File: src/rtl/arb_pkg.sv
// rtl/arb_pkg.sv - shared defaults and output FIFO entry type for the arbiter dispatcher
package arb_pkg;

  localparam int ARB_VECTOR_IN = 8;
  localparam int ARB_DATA_W    = 64;
  localparam int ARB_PORT_W    = $clog2(ARB_VECTOR_IN);

  typedef struct packed {
    logic [ARB_DATA_W-1:0] data;
    logic [ARB_PORT_W-1:0] port;
  } fifo_entry_t;

endpackage

File: src/rtl/dispatch_fifo2.sv
// rtl/dispatch_fifo2.sv - two-entry output FIFO holding payload plus source port index
module dispatch_fifo2
  import arb_pkg::*;
#(
  parameter type entry_t = fifo_entry_t
) (
  input  logic       clk,
  input  logic       reset,
  input  logic       push,
  input  entry_t     push_entry,
  input  logic       pop,
  output entry_t     head,
  output logic [1:0] count,
  output logic       full,
  output logic       empty
);

  entry_t mem [2];
  logic   wr_ptr;
  logic   rd_ptr;
  logic   do_push;
  logic   do_pop;

  assign full    = (count == 2'd2);
  assign empty   = (count == 2'd0);
  assign do_push = push && !full;
  assign do_pop  = pop && !empty;
  assign head    = mem[rd_ptr];

  always_ff @(posedge clk or posedge reset) begin
    if (reset) begin
      wr_ptr <= 1'b0;
      rd_ptr <= 1'b0;
      count  <= 2'd0;
    end else begin
      if (do_push) wr_ptr <= ~wr_ptr;
      if (do_pop)  rd_ptr <= ~rd_ptr;
      case ({do_push, do_pop})
        2'b10:   count <= count + 2'd1;
        2'b01:   count <= count - 2'd1;
        default: count <= count;
      endcase
    end
  end

  // Storage is not reset: an empty count already hides every stale entry.
  always_ff @(posedge clk) begin
    if (do_push) mem[wr_ptr] <= push_entry;
  end

endmodule

File: src/rtl/arb_dispatch.sv
// rtl/arb_dispatch.sv - pops the granted requester into a 2-deep FIFO and drives the downstream port
module arb_dispatch
  import arb_pkg::*;
#(
  parameter int VECTOR_IN = ARB_VECTOR_IN,
  parameter int DATA_W    = ARB_DATA_W
) (
  input  logic                         clk,
  input  logic                         reset,
  input  logic [VECTOR_IN-1:0]         req_valid,
  input  logic [VECTOR_IN*DATA_W-1:0]  req_data,
  output logic [VECTOR_IN-1:0]         req_ready,
  output logic [VECTOR_IN-1:0]         request_vector,
  input  logic [VECTOR_IN-1:0]         grant,
  output logic                         stall,
  output logic                         out_valid,
  output logic [DATA_W-1:0]            out_data,
  output logic [$clog2(VECTOR_IN)-1:0] out_port,
  input  logic                         out_ready,
  output logic [15:0]                  bubble_cnt,
  output logic                         grant_err
);

  localparam int PORT_W = $clog2(VECTOR_IN);

  fifo_entry_t       push_entry;
  fifo_entry_t       head;
  logic [1:0]        count;
  logic              full;
  logic              empty;
  logic              grant_multi;
  logic              grant_one;
  logic              grant_hit;
  logic              accept;
  logic              bubble;
  logic              pop;
  logic [PORT_W-1:0] grant_idx;

  function automatic logic [PORT_W-1:0] onehot_to_idx(input logic [VECTOR_IN-1:0] oh);
    logic [PORT_W-1:0] idx;
    idx = '0;
    for (int i = 0; i < VECTOR_IN; i++) begin
      if (oh[i]) idx = PORT_W'(i);
    end
    return idx;
  endfunction

  always_comb begin
    grant_multi = ($countones(grant) > 1);
    grant_one   = (grant != '0) && !grant_multi;
    grant_hit   = |(grant & req_valid);
    grant_idx   = onehot_to_idx(grant);
    stall       = (count == 2'd2);
    out_valid   = (count != 2'd0);
    // Reset gating keeps the pop strobe low even while the arbiter is still granting.
    accept      = !reset && grant_one && grant_hit && !stall && !full;
    bubble      = grant_one && !grant_hit && !stall;
    req_ready   = accept ? grant : '0;
    request_vector = reset ? '0 : (req_valid & ~req_ready);
    pop         = out_valid && out_ready && !empty;
    push_entry.data = req_data[grant_idx*DATA_W +: DATA_W];
    push_entry.port = grant_idx;
    out_data    = out_valid ? head.data : '0;
    out_port    = out_valid ? head.port : '0;
  end

  dispatch_fifo2 #(
    .entry_t (fifo_entry_t)
  ) u_fifo (
    .clk        (clk),
    .reset      (reset),
    .push       (accept),
    .push_entry (push_entry),
    .pop        (pop),
    .head       (head),
    .count      (count),
    .full       (full),
    .empty      (empty)
  );

  always_ff @(posedge clk or posedge reset) begin
    if (reset) begin
      bubble_cnt <= 16'd0;
      grant_err  <= 1'b0;
    end else begin
      if (bubble && bubble_cnt != 16'hFFFF) bubble_cnt <= bubble_cnt + 16'd1;
      if (grant_multi) grant_err <= 1'b1;
    end
  end

endmodule

File: config.mk
export PLATFORM = sky130hd
export DESIGN_NAME = arb_dispatch
export DESIGN_NICKNAME = d
export VERILOG_FILES = /design/src/rtl/arb_pkg.sv /design/src/rtl/dispatch_fifo2.sv /design/src/rtl/arb_dispatch.sv
export SDC_FILE = /design/constraint.sdc
export NUM_CORES = 1
export LEC_CHECK = 0
export CORE_AREA = 4 4 244 246
export DETAILED_ROUTE_END_ITERATION = 7
export DIE_AREA = 0 0 248 250
export GPL_TIMING_DRIVEN = 0
export SLEW_MARGIN = 20
export SYNTH_ARGS = -nofsm -noshare
export SYNTH_HDL_FRONTEND = slang
export SYNTH_SLANG_ARGS = --single-unit
File: constraint.sdc
create_clock -name clk -period 6.9 [get_ports clk]
set_clock_uncertainty 0.05 [all_clocks]
set_input_delay 1.035 -clock clk [delete_from_list [all_inputs] [get_ports clk]]
set_output_delay 1.035 -clock clk [all_outputs]
set_load 0.02 [all_outputs]
==> results of run 1 <==
worst paths after layout:
check / startpoint / end / slack [ns] / cells after the start
worst min-delay path: bubble_cnt[6] / bubble_cnt[6] / 0.44 / 1
worst max register to register: u_fifo.count[1] / u_fifo.mem[0][32] / 4.17 / 7
worst min register to register: bubble_cnt[6] / bubble_cnt[6] / 0.44 / 1
max in group asynchronous: reset / bubble_cnt[11] / 5.15 / 3
worst max-delay path: grant[1] / request_vector[1] / 0.15 / 15
min in group asynchronous: reset / u_fifo.wr_ptr / 1.16 / 3
cell usage after synthesis, drive strengths merged (4+ instances only):
master and count:
a21oi 72, a22oi 4, and3 8, buf 28, clkbuf 54, dfrtp 21
edfxtp 134, fa 4, ha 6, inv 15, mux2i 67, mux4 64
nand2 15, nand3 6, nand4 9, nor2 147, o221ai 128, xnor2 15
logic make-up (layout without fill, tap and decap cells):
kind of cell	after synthesis	count (layout)	synth area share, %
other	0	1	0
xor gates and xnor gates	18	18	1.59
and+or+nand+nor	197	197	8.35
adders and majority gates	10	10	1.56
DFF	155	155	45.9
AOI/OAI and AO/OA	210	210	16.0
muxes	134	134	21.6
buffers and inverters	97	765	5.00
routing by layer:
metal	vias up	track usage (%)	wire length, microns
met2	523	29.5	27200
li1	4643	-	-
met4	4	7.32	2040
met5	-	0	23
met1	4990	19.4	21200
met3	91	5.76	4620
where the power goes:
| part | switching (uW) | internal [uW] |
|---|---|---|
| combinational | 1180 | 1030 |
| clock | 425 | 576 |
| sequential | 38.6 | 1160 |
area by class of cell:
class	instances	area, sq um	share of cell area [%]
Timing Repair Buffer	636	6420	35.8
Clock buffer	17	425	2.37
Inverter	15	56.3	0.314
Tap cell	765	957	5.33
Buffer	82	448	2.50
Antenna cell	1	2.50	0.0139
Clock inverter	15	188	1.05
Multi-Input combinational cell	569	4900	27.3
Sequential cell	155	4550	25.3
state kept, by name, summed over array words and instances (netlist names):
register	flops
bubble_cnt	16
u_fifo.rd_ptr	1
u_fifo.count	2
u_fifo.wr_ptr	1
u_fifo.mem	134
grant_err	1
worst max-delay path, cell delays in order:
cell and delay, ns:
clkdlybuf4s50_1 0.55, fa_1 0.57, inv_1 0.05, fa_1 0.49, fa_1 0.41, inv_1 0.07, ha_1 0.17, inv_1 0.07
fa_1 0.51, and3b_1 0.19, a41oi_2 0.32, nor3b_2 0.12, clkbuf_2 0.20, a21oi_1 0.24, clkdlybuf4s50_1 0.66
placed cells by master, fill, tap and decap left out, types with 4 or more instances in the layout:
cell type and count:
clkbuf_1 49, clkbuf_16 17, buf_1 8, nand3_1 6, clkdlybuf4s50_1 632, edfxtp_1 134, nand2_1 14, clkbuf_2 5
a21oi_1 72, and3_1 7, inv_1 13, xnor2_1 15, dfrtp_1 21, ha_1 6, buf_12 7, mux4_2 64
buf_2 6, nor2_1 145, mux2i_1 67, nand4_1 9, a22oi_1 4, fa_1 4, o221ai_1 128, buf_4 6
timing repair:
action                                 CTS  global route
resized for setup                        1             4
pin swaps                                0             1
endpoints found under the hold margin    0             0
buffers inserted                         0             0
gates cloned                             0             0
setup endpoints to repair               10            16
metrics by stage:
stage                      TNS, ns  util (%)
final                            0      31.3
after global routing      -0.00204      31.3
after CTS                  -0.0552      31.3
after detailed placement    -0.155      30.2
after global placement     -189.02      30.0
after floorplan                  0         -
==> impl_metrics.toml, run 1 <==
[die]
die-height_microns = 250
row_count = 88
die_area_sq_mm = 0.0620
start_util_pct = 17.3
die_x_microns = 248
coreArea_sq_mm = 0.0574
ioPinCount = 633

[logic_synthesis]
ys_seq_elements = 155
dominantRegCellSynth = "edfxtp_1"
yosys_warnings = 0
syn-cell-area_sq_mm = 0.00992
synth.top_cell.area_share_pct = 40.6
synth_cell_type_count = 40
syn_area_per_cell_sq_um = 12.1
synth-edff-count = 134
syn_nets = 1362
ys_seq_area_share_pct = 45.9
synth_area_leader_cell = "edfxtp_1"
async_reset_ff_share_pct = 13.5
synth_area_leaders = "edfxtp_1 41%, mux4_2 15%, o221ai_1 11%"
synth_cells = 821

[outcome]
status = "finished, final reports clean"

[place]
place_congestion = 0.931
dp_slack_ns = -0.0385
placed_cell_area_sq_mm = 0.0173
dpl.cell_count = 2222
dp_hpwl_mm = 44.5
portBuffers = 632

[clock_network]
cts_tree = "yes"
clock_latency_ns = 0.47
clk_pin_slew_ns = 0.07
hold_buffers = 0
cts_sinks = 155
root_buffer = "clkbuf_16"
numCtsBuffers = 17
cts_buffer_depth = 2
htreeDepth = 4

[global_routing]
grt_antenna_before_repair = 6
grtUsageTotal_pct = 17.2
grt_pass1_vias = 11248
grt_pass1_wl_mm = 75.9
overflow = 0
grt_max_degree = 38

[worst_setup_path]
path_max_fanout = 10
crit_path_start_kind = "input pin"
cp-end-kind = "output pin"
crit_arrival_ns = 5.66
path_class = "in -> out"
worstPathRequired_ns = 5.81

[finish]
layoutNonFillerInstCount = 2255
area_delta_synth_final_pct = 81.0
n_fill_cell = 5875
fin_area_sq_mm = 0.0179
final_nets = 2017
drive_gt1_share_pct = 9.27

[power_and_ir_drop]
power_density_mw_per_mm2 = 246
power_uw = 4410
ir_drop_mv = 0.170
cellLeakagePower_uw = 0.00613

[detailed_routing]
drt_first_pass_iters = 5
wl_mm = 55.1
vias_per_cell = 4.55
post_drt_wl_per_cell_microns = 24.4
drtAntennaViolNets = 0
drc = 0
vias = 10251
drtIter0Drc = 595

[sta]
timing.slew.headroom_pct = 28.8
fin_crit_sh_pct = 97.8
layout_setup_ws_ns = 0.154
holdWs_ns = 0.435
period_needed_ns = 6.75
setup_viol = 0
hold_viol_final = 0
slew_violations = 0
worst_pin_slew_ns = 1.07
fmax_mhz = 148

[hold_path]
worstHoldPathType = "reg -> reg"

[run]
cap_viol_max_count = 0
Power figures use the tool's default switching activity.
==> run 2, diff against run 1 <==
--- a/config.mk
+++ b/config.mk
@@ -13,3 +13,4 @@
 export SYNTH_ARGS = -nofsm -noshare
 export SYNTH_HDL_FRONTEND = slang
 export SYNTH_SLANG_ARGS = --single-unit
+export TNS_END_PERCENT = 1
==> results of run 2 <==
No change in the layout: final DEF, timing and power equal those of run 1.
